### src/rtl/regfile_wb_arbiter.sv
// Arbitrates the register-file write port between ALU and load writeback sources.
// Each source is buffered in its own FIFO; heads are drained round-robin, with age order kept for same-register writes.
module regfile_wb_arbiter #(
    parameter int DATA_WIDTH = 32,
    parameter int ADDR_WIDTH = 4,
    parameter int DEPTH      = 2
) (
    input  logic                         clk,
    input  logic                         rst,
    input  logic                         req0_valid,
    output logic                         req0_ready,
    input  logic [ADDR_WIDTH-1:0]        req0_addr,
    input  logic [DATA_WIDTH-1:0]        req0_data,
    input  logic                         req1_valid,
    output logic                         req1_ready,
    input  logic [ADDR_WIDTH-1:0]        req1_addr,
    input  logic [DATA_WIDTH-1:0]        req1_data,
    output logic                         reg_wr,
    output logic [ADDR_WIDTH-1:0]        address_rd,
    output logic [DATA_WIDTH-1:0]        data_wr,
    output logic [(1<<ADDR_WIDTH)-1:0]   pending_mask
);

    localparam int PW = $clog2(DEPTH);

    typedef enum logic {FAV_REQ0, FAV_REQ1} rr_e;

    // Per-source FIFO storage and control, indexed [source][slot]
    logic [ADDR_WIDTH-1:0] fifo_addr_q  [2][DEPTH];
    logic [DATA_WIDTH-1:0] fifo_data_q  [2][DEPTH];
    logic [2:0]            fifo_stamp_q [2][DEPTH];
    logic [DEPTH-1:0]      vld_q        [2];
    logic [DEPTH-1:0]      vld_d        [2];
    logic [PW-1:0]         wptr_q       [2];
    logic [PW-1:0]         rptr_q       [2];
    logic [2:0]            stamp_q;
    logic [2:0]            stamp_d;
    rr_e                   rr_q;

    logic [ADDR_WIDTH-1:0] in_addr    [2];
    logic [DATA_WIDTH-1:0] in_data    [2];
    logic [2:0]            push_stamp [2];
    logic [ADDR_WIDTH-1:0] head_addr  [2];
    logic [DATA_WIDTH-1:0] head_data  [2];
    logic [2:0]            head_stamp [2];
    logic [1:0]            in_valid;
    logic [1:0]            full;
    logic [1:0]            push;
    logic [1:0]            head_v;
    logic [1:0]            gnt;
    logic [2:0]            age_diff;

    always_comb begin
        in_valid   = {req1_valid, req0_valid};
        in_addr[0] = req0_addr;
        in_addr[1] = req1_addr;
        in_data[0] = req0_data;
        in_data[1] = req1_data;
        for (int unsigned s = 0; s < 2; s++) begin
            full[s]       = &vld_q[s];
            push[s]       = in_valid[s] && !full[s];
            head_v[s]     = vld_q[s][rptr_q[s]];
            head_addr[s]  = fifo_addr_q[s][rptr_q[s]];
            head_data[s]  = fifo_data_q[s][rptr_q[s]];
            head_stamp[s] = fifo_stamp_q[s][rptr_q[s]];
        end
        req0_ready = !full[0];
        req1_ready = !full[1];
    end

    // When both push together, req0 takes the current stamp so it ranks older
    always_comb begin
        push_stamp[0] = stamp_q;
        push_stamp[1] = stamp_q + 3'(push[0]);
        stamp_d       = stamp_q + 3'(push[0]) + 3'(push[1]);
    end

    always_comb begin
        gnt      = '0;
        age_diff = head_stamp[0] - head_stamp[1];
        if (head_v[0] && head_v[1]) begin
            if (head_addr[0] == head_addr[1]) begin
                if (age_diff[2]) gnt[0] = 1'b1;
                else             gnt[1] = 1'b1;
            end else if (rr_q == FAV_REQ0) begin
                gnt[0] = 1'b1;
            end else begin
                gnt[1] = 1'b1;
            end
        end else if (head_v[0]) begin
            gnt[0] = 1'b1;
        end else if (head_v[1]) begin
            gnt[1] = 1'b1;
        end
    end

    // A full FIFO never pushes, so the pop slot and push slot cannot collide
    always_comb begin
        for (int unsigned s = 0; s < 2; s++) begin
            vld_d[s] = vld_q[s];
            if (gnt[s])  vld_d[s][rptr_q[s]] = 1'b0;
            if (push[s]) vld_d[s][wptr_q[s]] = 1'b1;
        end
    end

    always_ff @(posedge clk) begin
        for (int unsigned s = 0; s < 2; s++) begin
            if (push[s]) begin
                fifo_addr_q[s][wptr_q[s]]  <= in_addr[s];
                fifo_data_q[s][wptr_q[s]]  <= in_data[s];
                fifo_stamp_q[s][wptr_q[s]] <= push_stamp[s];
            end
        end
    end

    always_ff @(posedge clk) begin
        if (rst) begin
            for (int unsigned s = 0; s < 2; s++) begin
                vld_q[s]  <= '0;
                wptr_q[s] <= '0;
                rptr_q[s] <= '0;
            end
            stamp_q    <= '0;
            rr_q       <= FAV_REQ0;
            reg_wr     <= 1'b0;
            address_rd <= '0;
            data_wr    <= '0;
        end else begin
            for (int unsigned s = 0; s < 2; s++) begin
                vld_q[s] <= vld_d[s];
                if (push[s]) wptr_q[s] <= wptr_q[s] + PW'(1);
                if (gnt[s])  rptr_q[s] <= rptr_q[s] + PW'(1);
            end
            stamp_q <= stamp_d;
            reg_wr  <= |gnt;
            if (gnt[0]) begin
                rr_q       <= FAV_REQ1;
                address_rd <= head_addr[0];
                data_wr    <= head_data[0];
            end else if (gnt[1]) begin
                rr_q       <= FAV_REQ0;
                address_rd <= head_addr[1];
                data_wr    <= head_data[1];
            end
        end
    end

    always_comb begin
        pending_mask = '0;
        for (int unsigned s = 0; s < 2; s++) begin
            for (int unsigned i = 0; i < DEPTH; i++) begin
                if (vld_q[s][i]) pending_mask[fifo_addr_q[s][i]] = 1'b1;
            end
        end
        if (reg_wr) pending_mask[address_rd] = 1'b1;
    end

endmodule

### config.mk
export PLATFORM = sky130hd
export DESIGN_NAME = regfile_wb_arbiter
export DESIGN_NICKNAME = d
export VERILOG_FILES = /design/src/rtl/regfile_wb_arbiter.sv
export SDC_FILE = /design/constraint.sdc
export NUM_CORES = 1
export LEC_CHECK = 0
export BUFFER_PORTS_ARGS = -buffer_cell sky130_fd_sc_hd__buf_2
export CAP_MARGIN = 20
export CORE_UTILIZATION = 53
export CTS_BUF_LIST = sky130_fd_sc_hd__clkbuf_2 sky130_fd_sc_hd__clkbuf_4 sky130_fd_sc_hd__clkbuf_8
export CTS_CLUSTER_DIAMETER = 150
export DETAILED_ROUTE_END_ITERATION = 8
export PLACE_DENSITY_LB_ADDON = 0.15
export SLEW_MARGIN = 15
export SYNTH_ARGS = -nofsm -noshare
export SYNTH_HDL_FRONTEND = slang
export SYNTH_SLANG_ARGS = --single-unit
### constraint.sdc
create_clock -name clk -period 4.8 [get_ports clk]
set_clock_uncertainty 0.2 [all_clocks]
set_input_delay 0.96 -clock clk [delete_from_list [all_inputs] [get_ports clk]]
set_output_delay 0.96 -clock clk [all_outputs]
set_load 0.01 [all_outputs]
==> metrics list, run 1 <==
- Post-CTS repair timing setup buffer count: 0
* Largest family of logic cells by synthesized area: compound AO/OA/AOI/OAI gates
* Classification of the worst setup path: flip-flop to flip-flop
- Worst-case hold slack: 0.296 ns
* Number of clock sinks: slightly above 200
- Classification of the worst-slack hold path: flip-flop to flip-flop
* Total gr overflow: 0
- Signal arrival time at the worst endpoint: 3.89 ns
- Die Ht: around 130 um
- The longest clock path from root to sink contains 3 buffers.
* Xor and xnor area share after synthesis: less than 1%
- The post-route netlist has between 30% and 40% of its cells at a drive strength greater than 1.
* Compound-gate portion of the synthesized area: ~14%
- The count of nets left with antenna violations once routing finished came out at 0.
- Timing startpoint of the critical path: rptr_q[0][0]
- Worst-Skew Late Latency: around 0.53 ns
- In this run the power density over the cells is roughly 410 nW/um2.
- H-tree lvl count: 2
- The die covers roughly 17000 um2.
* Detailed placement HPWL: 14.0 mm
* IR drop worst, VDD: around 0.28 mV
- Max-cap violations in this run came to 0.
* Met3 usage in global routing: under 10%
- Global-route wire length before repair: 32.5 mm
- Compared with the post-synthesis result, the final layout area differs by 15.9%.
* Multiplexer area fraction after synthesis: ~6.8%
- A synthesized cell averages 13.6 um2.
- Detailed Route Iter0 Violations: 656
* Cell leakage power: around 3.8 nW
- The final hold violation count is 0.
- Ratio of routed vias to standard cells: approximately 5.9
- Clock tree synthesis inserted a total of 34 buffers.
- End point of the critical path: data_wr[6]
- In this run the tightest slew margin relative to its limit is 31.8%.
- Share of the cycle needed by the critical path after routing: around three quarters
* Reg clk slew, reported paths: 0.06 ns
- STA puts the critical path data required time at about 5.0 ns.
* Post-CTS Resized: 0
- Antenna Cells: 0
* Path depth of the worst reg2reg path: 9
- Die Span X: roughly 130 um
- The number of nets in the synthesized netlist is between 700 and 800.
- Static timing analysis puts the maximum clock frequency at 0.273 GHz.
- Summing the areas of all fa, ha and maj instances in the mapped netlist gives less than 1% of the synthesized area.
- Setup repair after global routing missed its margin: no
- Run status: finished clean
- Post-Syn Area: 8880 um2
- Top-level I/O count: about 130
* Antenna violations before repair: 0
- Max-slew violation count: 0
* Destination of the worst register-to-register timing path: data_wr[6]
- Detailed-routing iteration count for the pre-antenna-repair pass: 5
* Worst flop-to-flop path startpoint: rptr_q[0][0]
- Dominant register cell in the synthesized netlist: edfxtp_1
- CTS Root Cell: clkbuf_8
* Global-route track usage on met1: between 30% and 40%
* Hold wc startpoint: stamp_q[2]
- Total global-route track usage: between 20 and 25%
- TritonCTS clock tree: done
- DRC violations left: 0
* Post-synth top area cell: edfxtp_1
- Area contributors post-synth: edfxtp_1 (54%), dfxtp_1 (10%), mux2i_1 (5.6%)
- Summing the sequential cell areas from Yosys gives between 60% and 70% of the chip area.
* Critical-path maximum fanout: 51
- # setup viols final: 0
- The layer flagged by global routing as most heavily used is met2.
* Met2 Usage GRT: between 30% and 40%
* Top cell type's share of synthesized area: a little over half
- The total area inside the core boundary comes to between 15000 and 20000 um2.
- In the synthesized netlist the async set-or-reset flop fraction comes to 0%.
* Synth Instances: between 600 and 700
- Initial Utilization: between 50% and 60%
* Yosys warnings: 0
* Final RePlAce weighted congestion: about 0.94
- Wirelength, routed: just over 20 mm
- For the final routed database, the setup TNS stands at 0 ns.
- Buffers on Ports: 130
- Startpoint Class: flip-flop
- CP Capture Type: flip-flop
- The final layout contains between 800 and 900 nets.
* Via count of the first global-routing pass: about 5900
- Maximum number of pins on one net before global-route repair: 61
- Detailed-route wire length per cell: approximately 20 um
- Yosys mapped the design onto 55 distinct sky130hd cell types.
* Actual transition at the worst max-transition pin: approximately 1.0 ns
* Number of vias in the routed layout: 6017
* Final critical path time including I/O delays and setup: around 3.7 ns
- Count of flip-flops with a built-in enable after synthesis: 160
- In this run, post-CTS hold repair placed 0 buffers.
- Number of storage elements in the synthesis netlist: just over 200
- Register-to-register setup slack: around 1.1 ns
* Simple-Gate Fraction of Synth Area: roughly 10%
- Number of rows in the core area: between 40 and 50
==> registers in the layout, indices dropped and copies added (netlist names) <==
signal and count:
vld_q 4, data_wr 32, wptr_q 2, fifo_addr_q 16, fifo_data_q 128, address_rd 4, reg_wr 1, rr_q 1
stamp_q 3, fifo_stamp_q 12, rptr_q 2
==> kinds of logic (layout without fill, tap and decap cells) <==
| logic type | after synthesis | count (layout) |
|---|---|---|
| multiplexers | 59 | 59 |
| AO/OA/AOI/OAI | 164 | 164 |
| buffers and inverters | 46 | 204 |
| AND/OR/NAND/NOR | 168 | 168 |
| XOR/XNOR | 7 | 7 |
| flip-flops | 205 | 205 |
| adder cells (fa/ha/maj) | 5 | 5 |
==> critical path: stages (launching register included) <==
cell	delay, ns
edfxtp_1	0.60
mux2_2	0.40
ha_1	0.28
a21boi_1	0.13
or3_4	0.34
a211oi_2	0.21
buf_4	0.28
a311o_4	0.68
a211oi_1	0.15
a211oi_2	0.26
==> metrics by stage <==
| stage | util (%) | cells | cell area [um2] | setup WS (ns) | power (mW) |
|---|---|---|---|---|---|
| global placement | 59.8 | 967 | 9640 | 1.21 | 2.76 |
| floorplan | - | 654 | 8880 | 0.956 | 2.57 |
| detailed placement | 59.8 | 967 | 9640 | 1.12 | 2.78 |
| finish | 63.9 | 1028 | 10300 | 1.14 | 4.21 |
| global route | 63.9 | 1028 | 10300 | 0.913 | 4.38 |
| CTS | 63.9 | 1028 | 10300 | 1.12 | 4.24 |
==> report_power, final <==
group,internal [mW],switching [mW],leakage (nW)
Combinational,0.227,0.339,1.54
Sequential,2.08,0.0941,1.88
Clock,0.786,0.681,0.360
==> cell usage after synthesis, drive strengths merged (3+ instances only) <==
master / instances
a211oi: 49
a21oi: 7
a221oi: 7
a22oi: 13
a32oi: 3
buf: 19
clkbuf: 22
dfxtp: 45
edfxtp: 160
ha: 5
inv: 5
mux2: 8
mux2i: 51
nand2: 28
nand2b: 12
nand3: 11
nand3b: 9
nand4: 3
nor2: 37
nor2b: 31
nor3: 9
nor3b: 5
o21ai: 47
o21bai: 7
o22ai: 11
o311ai: 3
or2: 4
or3: 14
xnor2: 6
==> layout by cell type, fill, tap and decap left out, types with 17 or more instances in the layout <==
master    instances
nor2_1           37
a211oi_1         17
o21ai_1          17
dfxtp_1          45
buf_2           130
mux2i_1          50
edfxtp_1        160
a211oi_2         32
clkbuf_8         36
o21ai_0          30
nor2b_1          29
nand2_1          28
==> layout make-up <==
cell class | count | area (um2)
inverter | 5 | 18.8
timing repair buffer | 138 | 711
tap | 216 | 270
clock inverter | 15 | 85.1
multi-input combinational | 403 | 2930
sequential | 205 | 5710
fill | 1269 | 5820
clock buffer | 46 | 571
==> layer usage <==
metal / part of all wire [%] / vias up
li1: - / 2799
met1: 43 / 2927
met2: 47 / 249
met3: 8.2 / 42
met4: 1.7 / 0
met5: 0 / -
==> how the worst min path moves through the flow <==
stage / endpoint / slack (ns) / depth (start not counted)
after floorplan: fifo_stamp_q[0][0] / 0.23 / 0
after detailed placement: fifo_stamp_q[0][5] / 0.28 / 0
after CTS: fifo_stamp_q[0][5] / 0.30 / 0
final: fifo_stamp_q[0][5] / 0.30 / 0
after global placement: fifo_stamp_q[0][2] / 0.26 / 0
after global routing: fifo_stamp_q[0][2] / 0.30 / 0
Power figures use the tool's default switching activity.
==> run 2, diff against run 1 <==
--- a/config.mk
+++ b/config.mk
@@ -5,6 +5,7 @@
 export SDC_FILE = /design/constraint.sdc
 export NUM_CORES = 1
 export LEC_CHECK = 0
+export ABC_AREA = 1
 export BUFFER_PORTS_ARGS = -buffer_cell sky130_fd_sc_hd__buf_2
 export CAP_MARGIN = 20
 export CORE_UTILIZATION = 53
==> constraint.sdc (replaced) <==
create_clock -name clk -period 3.82 [get_ports clk]
set_clock_uncertainty 0.2 [all_clocks]
set_input_delay 0.764 -clock clk [delete_from_list [all_inputs] [get_ports clk]]
set_output_delay 0.764 -clock clk [all_outputs]
set_load 0.01 [all_outputs]
==> run 2 against run 1 <==
Net effect:
- synthesized cell count grew 42%
- sequential share of layout area shrank 1.4 points
- sequential power grew 38%
- setup slack lost 0.54 ns
- synthesized area grew 1.4%
- core utilization shrank 0.23 points
- clock power grew 31%
- routed wire length grew 15%
- worst hold slack lost 0.079 ns
- power grew 68%
- largest cell class unchanged
- largest power group unchanged
==> metrics list, run 2 <==
- Run status: finished clean
* Yosys warnings: 0
- After detailed routing, the average wire length per cell comes to ~18 um.
* Total global-route track usage: between 20% and 30%
- Placed Instances: between 1000 and 1500
* Adder-Cell Fraction of Synth Area: less than 1%
- Switching Fraction: between 30% and 40%
- TritonCTS clock tree: done
- Core outline area: 16600 um2
- Total gr overflow: 0
- Number of clock buffers inserted by TritonCTS: 35
* Actual transition at the worst max-transition pin: ~0.64 ns
- Detailed Route Iter0 Violations: between 400 and 500
* Post-Syn Nets: between 1000 and 1500
- Cell leakage power: 4.75 nW
- Number of distinct library cells after synthesis: 39
- VDD sags by at most approximately 0.4 mV.
* Top cell type's share of synthesized area: between 50% and 60%
- Clock tree synthesis selected as its root buffer the cell clkbuf_8.
- Derived from the worst setup path, the maximum achievable clock frequency is ~0.31 GHz.
- Post-layout total power: just over 7 mW
* Buffers on Ports: 130
* Hold buffer count at cts: 0
* Final critical path time including I/O delays and setup: between 3 and 4 ns
- From synthesis to final layout, the design area changed by 17.2%.
* Number of antenna-violating nets in the routed design: 0
* Die Span X: approximately 130 um
- Antenna violations before repair: 0
* Largest family of logic cells by synthesized area: simple AND/OR/NAND/NOR gates
- Yosys mapped a number of flops with a built-in enable equal to between 150 and 200.
- Detailed placement HPWL: ~16 mm
* Via count of the first global-routing pass: approximately 7100
- Setup violations remaining at the end of the flow were counted as 0.
- Final core utilization: between 60% and 70%
- Area contributors post-synth: edfxtp_1 (53%), nand2_1 (13%), dfxtp_1 (10%)
- At the worst endpoint, the required time is roughly 2.9 ns.
- Ratio of routed vias to standard cells: roughly 5.3
- The synthesized netlist devotes 5.64% of its cell area to compound gates.
* Critical-path maximum fanout: 7
- In the routed design, unresolved DRC markers number 0.
- The later pin in the worst-skew pair is clocked with a latency of between 0.5 and 0.6 ns.
* Maximum single-stage delay on the critical path: about 0.54 ns
- Largest register FFs: about 130
- The slowest stage of the critical path is the dfxtp_1 cell.
- Post-Layout Cell Count: 1318
- In this run the count of I/O pins placed on the die edge is between 100 and 150.
- In this design, the largest share of critical-path delay is due to flip-flops.
* Longest Clk Path Bufs: 3
- The synthesized netlist devotes less than 1% of its cell area to XOR and XNOR gates.
- Adding up every negative setup slack in the final design gives 0 ns.
* Synth Instances: between 900 and 1000
* Portion of total power attributed to sequential cells: between 40 and 50%
* Number of rows in the core area: 47
* Remaining max-slew budget at the tightest pin: a little under three fifths
* Post-CTS repair timing setup buffer count: 0
- Critical path cell sequence: inv_1 -> nor3_1 -> a22oi_1 -> o311ai_0 -> buf_2
- A synthesized cell averages 9.68 um2.
- Signal arrival time at the worst endpoint: 2.26 ns
- CP Capture Type: primary output
- The final hold violation count came to 0.
- Reg clk slew, reported paths: about 0.06 ns
- Post-layout nets: around 1200
* Share of final-layout standard cells stronger than drive strength 1: 20.4%
- Classification of the worst-slack hold path: input pin to flip-flop
- Number of clock sinks: 205
* Antenna Cells: 0
- Setup repair after global routing missed its margin: no
- Post-synth top area cell: edfxtp_1
- The number of gates resized after CTS was 0.
* Most common cell after layout, fill and taps aside: nand2_1
- Multiplexer area fraction after synthesis: around 1.3%
- Wirelength, routed: around 24 mm
- Global-route wire length before repair: 36.8 mm
- Detailed-routing iteration count for the pre-antenna-repair pass: 6
- Summing the areas of all and, or, nand and nor instances in the mapped netlist gives between 20% and 30% of the synthesized area.
- The final max-slew violation count is 0.
* Comb pwr share: 30.4%
- The tool flagged a number of max-cap violations equal to 0.
- Number of vias in the routed layout: roughly 7000
- By count the netlist is led by nand2_1 (319), edfxtp_1 (160), inv_1 (86).
* Die area: 17500 um2
- Async SR Flop Fraction: 0%
- In this run the cell area of the synthesized design comes to 9000 um2.
- STA classifies the critical path startpoint as a flip-flop.
- The critical path is of the flip-flop to primary output type.
* Power share of the clock group: around 27%
* Net Sw Power: about 2.6 mW
- From bottom edge to top edge, the die measures around 130 um.
- In this run the power density over the cells is around 670 nW/um2.
- Maximum number of pins on one net before global-route repair: 41
- The most used flip-flop cell after synthesis is edfxtp_1.
* Final RePlAce weighted congestion: between 0.9 and 1
- Commonest cells after routing, fill and taps aside: nand2_1 (319), edfxtp_1 (160), buf_2 (130), inv_1 (86), nand3_1 (81)
- Initial Utilization: 54.3%
- The most common cell in the synthesized netlist is nand2_1.
* Number of storage elements in the synthesis netlist: between 200 and 250
- Cell internal pwr: between 4 and 5 mW
- Of the synthesized area, sequential elements account for between 60% and 70%.
- In the finished design, the share of the clock period the worst path needs comes to 84.3%.
- The H-tree was split into 2 levels.
- Together, buffers and inverters on the worst path number 2.
-- run 2: area by class of cell --
type,count,area [um2]
clock buffer,50,619
timing repair buffer,143,748
fill,1447,6030
tap,220,275
sequential,205,5710
clock inverter,14,80.1
inverter,93,349
multi-input combinational,593,2770
-- run 2: path summary, 6_finish.rpt --
path	endpoint	cells after the start	slack (ns)	startpoint
max reg2reg	data_wr[25]	12	0.99	rptr_q[0][0]
max	pending_mask[11]	5	0.60	vld_q[0][3]
min	fifo_data_q[0][119]	1	0.22	req1_data[23]
min reg2reg	fifo_stamp_q[0][1]	0	0.27	stamp_q[1]
-- run 2: power by group through the flow --
stage | Combinational, mW | Clock [mW] | Sequential, mW
final | 2.15 | 1.93 | 3.00
after global routing | 2.43 | 2.06 | 3.02
after CTS | 2.16 | 1.96 | 2.99
after detailed placement | 2.16 | 0 | 3.03
after global placement | 2.13 | 0 | 3.03
after floorplan | 1.41 | 0 | 3.03
-- run 2: kinds of logic (layout without fill, tap and decap cells) --
family          after synthesis  in the layout
flops                       205            205
compound gates               75             75
fa+ha+maj                     5              5
mux                          12             12
buf+inv                     132            300
simple gates                500            500
xor+xnor                      1              1
-- run 2: through the flow --
step | setup WS (ns) | hold slack, ns | area (um2)
5_1_grt | 0.442 | 0.193 | 10600
2_1_floorplan | 0.649 | 0.232 | 9000
3_5_place_dp | 1.01 | 0.251 | 9850
3_3_place_gp | 1.09 | 0.242 | 9850
6_report | 0.601 | 0.217 | 10600
4_1_cts | 0.659 | 0.191 | 10600
-- run 2: worst reg2reg max path, delay by kind of cell, from the launching register on --
kind,cells,cell delay (ns)
DFF,1,0.57
buffers and inverters,1,0.40
and+or+nand+nor,9,1.14
AOI/OAI and AO/OA,1,0.21
adders and majority gates,1,0.22
-- run 2: layer usage --
metal	GRT usage, %	up-vias	share of wire [%]
met5	0	-	0
met4	15.2	0	4.6
met3	5.42	71	6.1
met2	47.9	274	50
met1	32.6	3270	39
li1	-	3412	-
==> run 3, diff against run 2 <==
--- a/config.mk
+++ b/config.mk
@@ -5,7 +5,7 @@
 export SDC_FILE = /design/constraint.sdc
 export NUM_CORES = 1
 export LEC_CHECK = 0
-export ABC_AREA = 1
+export ABC_AREA = 0
 export BUFFER_PORTS_ARGS = -buffer_cell sky130_fd_sc_hd__buf_2
 export CAP_MARGIN = 20
 export CORE_UTILIZATION = 53
==> constraint.sdc (replaced) <==
create_clock -name clk -period 2.9 [get_ports clk]
set_clock_uncertainty 0.2 [all_clocks]
set_input_delay 0.58 -clock clk [delete_from_list [all_inputs] [get_ports clk]]
set_output_delay 0.58 -clock clk [all_outputs]
set_load 0.01 [all_outputs]
==> run 3 against run 2 <==
Net effect:
- first-iteration DRC count down 33%
- largest power group unchanged
- highest routed layer unchanged
- cell area up 5.8%
- power up 3.4%
- critical path type is now flip-flop to flip-flop
==> metrics list, run 3 (synthesized netlist as in run 1, its figures left out) <==
- Comb pwr share: between 10% and 20%
- Commonest cells after routing, fill and taps aside: edfxtp_1 (160), buf_2 (130), a211oi_2 (46), mux2i_1 (45), buf_4 (45)
- Once the floorplan was initialized, standard cells occupied a little under three fifths of the core.
- TritonCTS built the clock tree.
- The worst hold path belongs to the class input pin to flip-flop.
- Die Span X: around 130 um
* Antenna violations before repair: 0
- Startpoint Class: flip-flop
- Run status: finished clean
- Reg clk slew, reported paths: approximately 0.06 ns
* Longest Clk Path Bufs: 3
- Number of clock buffers inserted by TritonCTS: 35
- ~130 I/O pins were placed.
- In the finished design, the share of the clock period the worst path needs comes to 97.8%.
* Core outline area: ~16000 um2
- Final critical path time including I/O delays and setup: between 2 and 3 ns
- On the critical path, the stage with the largest delay is an instance of a311o_4.
* Setup repair after global routing missed its margin: yes
* IR drop worst, VDD: between 0.4 and 0.5 mV
* Worst-Skew Late Latency: approximately 0.53 ns
- Largest register FFs: 128
* Post-Layout Cell Count: approximately 1100
* Placed standard-cell area: just over 10000 um2
- Critical path cell sequence: buf_12 -> mux2i_1 -> xnor2_1 -> nand4_2 -> buf_4 -> a311o_4 -> buf_12 -> a211oi_2 -> a211oi_2
- The floorplan step defined a die boundary enclosing approximately 17000 um2.
- Buffers on Ports: 130
* Detailed-routing iteration count for the pre-antenna-repair pass: 5
- Top achievable clock speed: approximately 0.35 GHz
- Detailed placement HPWL: between 10 and 15 mm
* Cell area power density: 656 nW/um2
- Sequential cells account for between 40% and 50% of the total power.
* Total global-route track usage: 24.9%
* CTS Root Cell: clkbuf_8
- Hold buffer count at cts: 0
- Along the worst path, the maximum fanout reaches 15.
* Cell internal pwr: 5.38 mW
* Switching Fraction: between 20% and 30%
- The number of placed instances, taps included, is around 1000.
- After detailed routing, the total wire length is roughly 21 mm.
* Total gr overflow: 0
* Via count of the first global-routing pass: 6407
* Antenna Cells: 0
- The routed layout has slightly above 6000 vias.
- Remaining max-slew budget at the tightest pin: between 60% and 70%
- Max-cap violations in this run came to 0.
* Most common cell after layout, fill and taps aside: edfxtp_1
- On the critical path the largest part of the delay comes from compound AO/OA/AOI/OAI gates.
- Classification of the worst setup path: flip-flop to flip-flop
- Before CTS, the worst setup slack after placement is -0.163 ns.
- Hold is met by 0.0318 ns.
- The largest single stage delay on the critical path is approximately 0.47 ns.
- Detailed Route Iter0 Violations: roughly 340
- Crit path required time: approximately 3.1 ns
* Ratio of routed vias to standard cells: approximately 5.7
* CP Capture Type: flip-flop
- Global-route wire length before repair: between 30 and 40 mm
- Of the total power, the clock network draws roughly a third.
* H-tree lvl count: 2
* Detailed-route wire length per cell: about 20 um
- Number of rows in the core area: between 40 and 50
- Post-layout nets: 920
* Area added between synthesis and finish: 25.7%
- Adding up every negative setup slack in the final design gives 0 ns.
- Final RePlAce weighted congestion: approximately 0.86
* Net Sw Power: just under 2 mW
* Number of clock sinks: 205
- Cell leakage power: a little over 4 nW
- Signal arrival time at the worst endpoint: between 3 and 4 ns
* Max-slew violation count: 0
- Post-layout worst setup margin: ~0.064 ns
- # setup viols final: 0
- Count of final hold-check violations: 0
* Number of antenna-violating nets in the routed design: 0
- DRC violations left: 0
- Maximum number of pins on one net before global-route repair: 42
- Once layout is done, the placed cells without fillers occupy between 10000 and 15000 um2.
* Die Ht: about 130 um
* Buffers and inverters on the worst path: 3
* Actual transition at the worst max-transition pin: 0.583 ns
- Of the cells placed in the final design, the portion with a size suffix greater than 1 is around two fifths.
## run 3: final timing paths
check	startpoint	endpoint	slack, ns	cells past startpoint
hold / removal	req0_data[20]	fifo_data_q[0][20]	0.03	1
hold reg to reg	stamp_q[1]	fifo_stamp_q[0][4]	0.27	0
setup / recovery	rptr_q[0][1]	data_wr[17]	0.06	9
setup reg to reg	rptr_q[0][1]	data_wr[17]	0.06	9
## run 3: stage by stage
stage,total power [mW],util (%)
after floorplan,4.35,-
after global placement,4.72,63.4
after detailed placement,4.76,63.4
after CTS,7.32,68.1
after global routing,7.62,69.2
final,7.32,69.2
## run 3: cell type report
| cell class | instances | area, um2 |
|---|---|---|
| Tap cell | 216 | 270 |
| Sequential cell | 205 | 5710 |
| Multi-Input combinational cell | 403 | 3200 |
| Clock buffer | 51 | 627 |
| Inverter | 5 | 18.8 |
| Clock inverter | 13 | 76.3 |
| Timing Repair Buffer | 189 | 1260 |
| Fill cell | 1149 | 4960 |
## run 3: per-layer routing
layer	track usage, %	vias up	share of wire, %
met1	30.4	3035	42
met5	0	-	0
met2	43.7	199	51
met4	7.75	0	1.9
li1	-	2897	-
met3	5.44	43	5.3
## run 3: timing repair
action,in CTS,in global routing
buffers inserted,6,10
pin swaps,2,10
setup endpoints to repair,10,34
cloned,0,1
gates resized for setup,2,21
## run 3: power by group through the flow
stage | sequential [mW] | clock, mW | combinational, mW
2_1_floorplan | 3.63 | 0 | 0.724
3_3_place_gp | 3.62 | 0 | 1.10
3_5_place_dp | 3.62 | 0 | 1.14
4_1_cts | 3.57 | 2.60 | 1.15
5_1_grt | 3.60 | 2.73 | 1.29
6_report | 3.57 | 2.55 | 1.20
